**config.mk**
```make
export PLATFORM = sky130hd
export DESIGN_NAME = mac_sample_source
export DESIGN_NICKNAME = d
export VERILOG_FILES = /design/src/rtl/mac_sample_source.sv
export SDC_FILE = /design/constraint.sdc
export NUM_CORES = 1
export LEC_CHECK = 0
export ABC_CLOCK_PERIOD_IN_PS = 2700
export BUFFER_PORTS_ARGS = -buffer_cell sky130_fd_sc_hd__buf_2
export CAP_MARGIN = 20
export CORE_AREA = 3 3 179 181
export DETAILED_ROUTE_END_ITERATION = 12
export DIE_AREA = 0 0 182 184
export PLACE_DENSITY = 0.49
export SYNTH_ARGS = -nofsm -noshare
export SYNTH_HDL_FRONTEND = slang
export SYNTH_SLANG_ARGS = --single-unit
```
**constraint.sdc**
```tcl
create_clock -name clk -period 2.7 [get_ports clk]
set_input_delay 0.54 -clock clk [delete_from_list [all_inputs] [get_ports clk]]
set_output_delay 0.54 -clock clk [all_outputs]
set_load 0.02 [all_outputs]
```
**src/rtl/mac_sample_source.sv**
```systemverilog
// Sample source for the sum-of-squares accumulator: FIFO-buffered samples streamed in bursts of burst_len.
// Optional build macro MAC_SOURCE_GAP_EN inserts one idle cycle after every sample sent.
`timescale 1ns/1ps
module mac_sample_source #(
   parameter int DATA_W = 8,
   parameter int DEPTH  = 16,
   parameter int CNT_W  = 12
) (
   input  logic              clk,
   input  logic              reset,
   input  logic              wr_en,
   input  logic [DATA_W-1:0] wr_data,
   output logic              full,
   output logic              empty,
   input  logic              start,
   input  logic [CNT_W-1:0]  burst_len,
   output logic              valid_out,
   output logic [DATA_W-1:0] a_out,
   output logic              busy,
   output logic              done,
   output logic [CNT_W-1:0]  sent_count,
   output logic              underrun,
   output logic              wr_drop
);

   localparam int AW = $clog2(DEPTH);
   localparam logic [AW:0]      OCC_FULL = (AW+1)'(DEPTH);
   localparam logic [AW:0]      OCC_ONE  = (AW+1)'(1);
   localparam logic [AW-1:0]    PTR_ONE  = AW'(1);
   localparam logic [CNT_W-1:0] CNT_ONE  = CNT_W'(1);

   typedef enum logic [1:0] {ST_IDLE = 2'd0, ST_SEND = 2'd1, ST_DONE = 2'd2} state_t;

   state_t            state_r, state_nxt_s;
   logic [DATA_W-1:0] mem_r [DEPTH];
   logic [AW-1:0]     wr_ptr_r, rd_ptr_r;
   logic [AW:0]       occ_r;
   logic [CNT_W-1:0]  len_r, sent_r;
   logic              valid_r, busy_r, done_r, underrun_r, wr_drop_r;
   logic [DATA_W-1:0] a_r;
   logic              full_s, empty_s, push_s, pop_s, start_ok_s, gap_s;

   assign full_s     = (occ_r == OCC_FULL);
   assign empty_s    = (occ_r == {(AW+1){1'b0}});
   assign push_s     = wr_en && !full_s;
   assign pop_s      = (state_r == ST_SEND) && !empty_s && !gap_s;
   assign start_ok_s = (state_r == ST_IDLE) && start;

`ifdef MAC_SOURCE_GAP_EN
   logic gap_r;
   // Gap flag: one forced idle cycle after every pop
   always_ff @(posedge clk or posedge reset) begin
      if (reset) gap_r <= 1'b0;
      else       gap_r <= pop_s;
   end
   assign gap_s = gap_r;
`else
   assign gap_s = 1'b0;
`endif

   // Next-state decode; start is only honoured in IDLE
   always_comb begin
      state_nxt_s = state_r;
      case (state_r)
         ST_IDLE: begin
            if (start) begin
               if (burst_len != {CNT_W{1'b0}}) state_nxt_s = ST_SEND;
               else                            state_nxt_s = ST_DONE;
            end else begin
               state_nxt_s = ST_IDLE;
            end
         end
         ST_SEND: begin
            if (pop_s && ((sent_r + CNT_ONE) == len_r)) state_nxt_s = ST_DONE;
            else                                        state_nxt_s = ST_SEND;
         end
         ST_DONE: state_nxt_s = ST_IDLE;
         default: state_nxt_s = ST_IDLE;
      endcase
   end

   // State register
   always_ff @(posedge clk or posedge reset) begin
      if (reset) state_r <= ST_IDLE;
      else       state_r <= state_nxt_s;
   end

   // Storage array carries no reset; occupancy alone decides what is valid
   always_ff @(posedge clk) begin
      if (push_s) mem_r[wr_ptr_r] <= wr_data;
   end

   // FIFO pointers and occupancy; pointers wrap naturally at DEPTH
   always_ff @(posedge clk or posedge reset) begin
      if (reset) begin
         wr_ptr_r <= {AW{1'b0}};
         rd_ptr_r <= {AW{1'b0}};
         occ_r    <= {(AW+1){1'b0}};
      end else begin
         if (push_s) wr_ptr_r <= wr_ptr_r + PTR_ONE;
         if (pop_s)  rd_ptr_r <= rd_ptr_r + PTR_ONE;
         if (push_s && !pop_s)      occ_r <= occ_r + OCC_ONE;
         else if (pop_s && !push_s) occ_r <= occ_r - OCC_ONE;
         else                       occ_r <= occ_r;
      end
   end

   // Burst bookkeeping and registered outputs
   always_ff @(posedge clk or posedge reset) begin
      if (reset) begin
         len_r      <= {CNT_W{1'b0}};
         sent_r     <= {CNT_W{1'b0}};
         valid_r    <= 1'b0;
         a_r        <= {DATA_W{1'b0}};
         busy_r     <= 1'b0;
         done_r     <= 1'b0;
         underrun_r <= 1'b0;
         wr_drop_r  <= 1'b0;
      end else begin
         if (start_ok_s) begin
            len_r  <= burst_len;
            sent_r <= {CNT_W{1'b0}};
         end else if (pop_s) begin
            sent_r <= sent_r + CNT_ONE;
         end
         valid_r <= pop_s;
         if (pop_s) a_r <= mem_r[rd_ptr_r];
         busy_r <= (state_nxt_s == ST_SEND);
         done_r <= (state_r == ST_DONE);
         if ((state_r == ST_SEND) && empty_s && !gap_s) underrun_r <= 1'b1;
         if (wr_en && full_s) wr_drop_r <= 1'b1;
      end
   end

   assign full       = full_s;
   assign empty      = empty_s;
   assign valid_out  = valid_r;
   assign a_out      = a_r;
   assign busy       = busy_r;
   assign done       = done_r;
   assign sent_count = sent_r;
   assign underrun   = underrun_r;
   assign wr_drop    = wr_drop_r;

endmodule
```
* Yosys cells after proc, flatten, opt, wreduce, memory -nomap -nowiden
Memories as Yosys holds them, arrays and structs flattened. A register that Yosys moved wholly into a read port is not among the register bits. Index checks and enable logic that the tools add are counted.
Word-level totals: word-level logic and storage cells 49, memory bits (writable) 128, memories 1, bits of input ports 24, flip-flop bits (word level) 44, output and inout port bits 27
Cells by class: $add $sub $neg 5, mux-type cells 10, reduce and logical (&&, ||, !) cells 17, equality and inequality tests 5
Memory list:
- mem_r | words 16, width 8, rd ports 1, clocked after Yosys merged registers in 1, wr ports 1, line 35 | logic [DATA_W-1:0] mem_r [DEPTH];
Operators with widths (count):
- 12-bit 2-to-1 mux | 2
- 12-bit by 1-bit adder with 12-bit output (second input constant) | 1
- 12-bit equality test | 1
- 12-bit nonzero test | 1
- 5-bit 2-to-1 mux | 2
- 4-bit by 1-bit adder with 4-bit output (second input constant) | 2
- 1-bit logical AND | 8
- 2-bit 2-to-1 mux | 3
- 5-bit by 1-bit adder with 5-bit output (second input constant) | 1
- 5-bit equality test (second input constant) | 1
- 5-bit logical NOT | 1
- 5-bit by 1-bit subtractor with 5-bit output (second input constant) | 1
- 2-bit by 1-bit equality test with 1-bit output (second input constant) | 2
- 1-bit logical NOT | 4
- 2-bit case mux with 2 select lines | 1
- 2-bit nonzero test | 2
- 2-bit equality test (second input constant) | 1
- 2-bit logical NOT | 1
- 1-bit 2-to-1 mux | 2

* Depth between registers and ports, before layout
depth after elaboration 7, gate-level depth with buffers 13

* Worst setup path before layout
No wires, ideal clock.
kind flip-flop to flip-flop, start point register occ_r[1], end point register occ_r[4], arrival 2716 ps, path slack -139 ps, stages on the path, launching flop included 14, path buffers 2, library setup time 123 ps, period minus slack after synthesis 2839 ps, cells stage by stage dfrtp_1 -> nor4_1 -> and2_4 -> nand2b_4 -> buf_6 -> clkbuf_1 -> ha_1 -> inv_1 -> ha_1 -> a21o_1 -> a21oi_1 -> xnor2_1 -> nor2_1 -> xnor2_1
On the way: longest elaborated chain between the ends 6, elaborated cells on any way between the ends 15, those cells by class 2 x add/sub; 1 x eq/ne; 2 x mux; 10 x reduce/logical
Ends and longest elaborated chain:
- start, declared | line 37 | logic [AW:0] occ_r;
- start signal, assigned | line 98 | occ_r <= {(AW+1){1'b0}};
- start signal, assigned | line 102 | if (push_s && !pop_s) occ_r <= occ_r + OCC_ONE;
- start signal, assigned | line 103 | else if (pop_s && !push_s) occ_r <= occ_r - OCC_ONE;
- 5-bit logical NOT * | line 44 | assign empty_s = (occ_r == {(AW+1){1'b0}});
- net empty | line 14 | output logic empty,
- 1-bit logical NOT * | line 46 | assign pop_s = (state_r == ST_SEND) && !empty_s && !gap_s;
- 1-bit logical AND * | line 46
- 1-bit logical NOT | line 102
- 1-bit logical AND | line 102
- 5-bit 2-to-1 mux or 2-bit nonzero test (tied branches)
Mark *: on every way through the listed nets, which the timed path passes. The rest lies on a longest branch. The select of a mux whose other input is x is not followed. A chain may end at the register's enable or synchronous reset.

* Final worst setup path
start point register occ_r[1], end point register occ_r[4]
On the way: longest elaborated chain between the ends 6, elaborated cells on any way between the ends 15, those cells by class 2 x add/sub; 1 x eq/ne; 2 x mux; 10 x reduce/logical
Ends and longest elaborated chain:
- branches (longest 6 deep; another with 5-bit by 1-bit subtractor with 5-bit output)
Parallel ways; which one is timed is not known. The select of a mux whose other input is x is not followed.

==> key figures <==
STA
  • Final Cycle Share: 95.3%
  • Final setup violation count: 0
  • Number of failing hold endpoints at the final stage: 0
  • Hold Slack: ~150 ps
  • Fmax: 389 MHz
  • Post-layout minimum cycle time: 2570 ps
  • Max_slew headroom: between 40% and 50%
  • RSZ-0062 raised after global routing: no
  • Setup TNS Final: 0 ps
  • Pins Over Slew Limit: 0
  • Clk_skew: about 8.7 ps
  • Worst Tran Pin Value: approximately 790 ps

Yosys
  • Register area share after synthesis: between 60% and 70%
  • Top_reg_cell synth: edfxtp_1
  • Commonest cells post-synth: 128 x edfxtp_1, 52 x dfrtp_1, 47 x nand2_1
  • Distinct cells, synth: 50
  • Main area contributors after synthesis: edfxtp_1 51%, dfrtp_1 17%, mux4_2 12%
  • Flops & latches, synth: 180
  • Average cell area after synthesis: approximately 16 um^2
  • Mapped Area: roughly 7600 um^2
  • Syn. warnings: 0
  • Cells after Synth: approximately 470
  • Cell taking the most area after synthesis: edfxtp_1
  • Share of Yosys cell area claimed by the top area cell type: between 50% and 60%
  • Top-count cell post-synth: edfxtp_1
  • Number of synthesized flops with an enable pin: 128
  • Syn_nets: about 500
  • Async SR Flop Fraction: 28.9%

Setup path
  • Critical Path Slowest Stage Cell: dfrtp_1
  • Max stage delay on crit path: approximately 440 ps
  • Worst setup path class: flip-flop to flip-flop
  • CP Data Required Time: 3010 ps
  • Critical Path, Cell by Cell: nor4_2 > and2_4 > nand2b_4 > ha_1 > inv_1 > ha_1 > a21o_1 > a21oi_2 > xnor2_1 > nor2_1 > xnor2_1
  • Worst EP arrival: 2880 ps
  • Crit-path max FO: 4
  • Worst setup EP type: flip-flop
  • CP startpoint kind: flip-flop

Clock tree
  • Reg clk slew, reported paths: about 70 ps
  • Clk sinks: 180
  • CTS max path bufs: 2
  • TritonCTS buffer count: 17
  • H-tree levels: 4
  • Clock latency on the worst-skew pair: 420 ps
  • Clk root buf: clkbuf_16
  • Post-CTS setup buffer count: 0
  • CTS tree: built

Routing
  • Top routing layer used: met4
  • Vias per cell: around 4.4
  • DRC Markers: 0
  • Post-Route WL: between 15 and 20 mm
  • Wire per inst: ~16 um
  • Metal3 WL: 849 um
  • Pre-antenna DRT Iters: 5
  • Met1 WL: a little over 7 mm
  • Metal2 WL: approximately 7.3 mm
  • Vias: between 4,000 and 5,000
  • Iter 0 DRT Violations: between 200 and 300
  • Routed Antenna Nets: 0

Cells and area
  • Layout cells sized above 1: approximately 28%
  • Final Util: between 20 and 30%
  • Layout net count: 560
  • ANT cells: 0
  • Area grow syn2layout: 17.4%

Die
  • DIE WIDTH: roughly 180 um
  • Die area: 33,500 um^2
  • Starting Density: between 20% and 30%
  • Die height: 184 um
  • Cell Rows: 64
  • I/O pin count: 51
  • Core Area: just over 30,000 um^2

Global route
  • Initial antenna violation count: 0
  • Number of global-route vias before repair: around 4,300
  • Total gr overflow: 0
  • GRT Total Usage: between 9 and 10%
  • Pin count of the biggest net entering global routing: between 50 and 60
  • First-pass GRT wire length: 24.9 mm

Status
  • Outcome: finished, final reports clean

Placement
  • I/O Buffers: 50
  • Placer congestion estimate: ~0.8
  • Post-DP HPWL: around 11 mm

Worst hold path
  • HP Class: input port to async pin

Pwr
  • Leakage: roughly 3.2 nW
  • Worst VDD drop: around 0.44 mV
  • PD cells: 1070 nW/um^2

Run
  • Max-cap violation count: 0
==> worst paths after layout <==
check                      depth (start not counted)                  from                       to  slack (ps)
max                                               11  occ_r[1]$_DFFE_PP0P_     occ_r[4]$_DFFE_PP0P_         130
min                                                3                 reset           done$_DFF_PP0_         150
max reg2reg                                       11  occ_r[1]$_DFFE_PP0P_     occ_r[4]$_DFFE_PP0P_         130
min reg2reg                                        1  underrun$_DFFE_PP0P_     underrun$_DFFE_PP0P_         460
max in group asynchronous                          3                 reset  rd_ptr_r[0]$_DFFE_PP0P_        2260
min in group clk                                   2                 wr_en      wr_drop$_DFFE_PP0P_         330
==> critical path: cells and delay by family (launching register included) <==
family / cells / cell delay (ps)
xor+xnor: 2 / 260
buf+inv: 1 / 120
simple gates: 4 / 690
compound gates: 2 / 390
flops: 1 / 440
fa+ha+maj: 2 / 570
==> through the flow <==
stage	instances	power, mW	setup WS (ps)	area [um^2]
after floorplan	467	6.30	16.1	7600
after global placement	902	7.12	237	8350
after detailed placement	902	7.22	107	8350
after CTS	933	9.63	104	8920
after global routing	933	10.1	43.6	8920
final	933	9.51	127	8920
==> repair_timing <==
action,CTS,global route
hold buffers,0,0
setup endpoints to repair,0,1
gates resized for setup,0,1
==> cell families (layout without fill, tap and decap cells) <==
kind of cell    count (synthesis)  count (layout)  share of synthesized area, %
simple gates                  115             115                          7.43
xor+xnor                       24              24                          2.77
flops                         180             180                          67.7
mux                            52              52                          13.6
buf+inv                        34             104                          2.22
fa+ha+maj                      11              11                          1.91
compound gates                 51              51                          4.30
==> state kept, by name, summed over array words and instances, names as in the netlist, 2 cells and up <==
register / cells
mem_r: 128
len_r: 12
sent_count: 12
a_out: 8
occ_r: 5
rd_ptr_r: 4
wr_ptr_r: 4
state_r: 2
==> cell type report <==
| cell class | count | area, um^2 |
|---|---|---|
| clock inverters | 14 | 145 |
| fillers | 3061 | 21700 |
| flip-flops and latches | 180 | 5150 |
| inverters | 9 | 35.0 |
| well taps | 396 | 495 |
| multi-input cells | 253 | 2290 |
| repair buffers | 64 | 380 |
| clock buffers | 17 | 425 |
==> cells in the final DEF, fill, tap and decap left out, types with 4 or more instances in the layout <==
cell       count
nand2_1       47
nor2_1        24
nor2b_1        4
o31ai_1        6
mux4_2        40
dfrtp_1       51
edfxtp_1     128
buf_2         50
a21o_1         6
nand4_1        5
xor2_1         8
nand3_1        6
xnor2_1       16
o21ai_0        7
o21ai_1       14
buf_4         12
nor3_1         5
ha_1          10
inv_1          7
inv_6          4
mux2_2         5
clkbuf_16     17
mux2_1         7
==> power breakdown <==
| group | switching [mW] | internal [mW] | leakage [nW] |
|---|---|---|---|
| clock | 1.08 | 1.30 | 0.276 |
| sequential | 0.439 | 3.50 | 1.78 |
| combinational | 1.71 | 1.49 | 1.09 |
==> metal layers <==
layer / up-vias / track usage [%]
met1: 2059 / 13.2
met2: 113 / 15.3
met4: 0 / 2.47
li1: 1903 / -
met5: - / 0
met3: 11 / 2.65
Note: power is estimated with default switching activity, not from simulation.
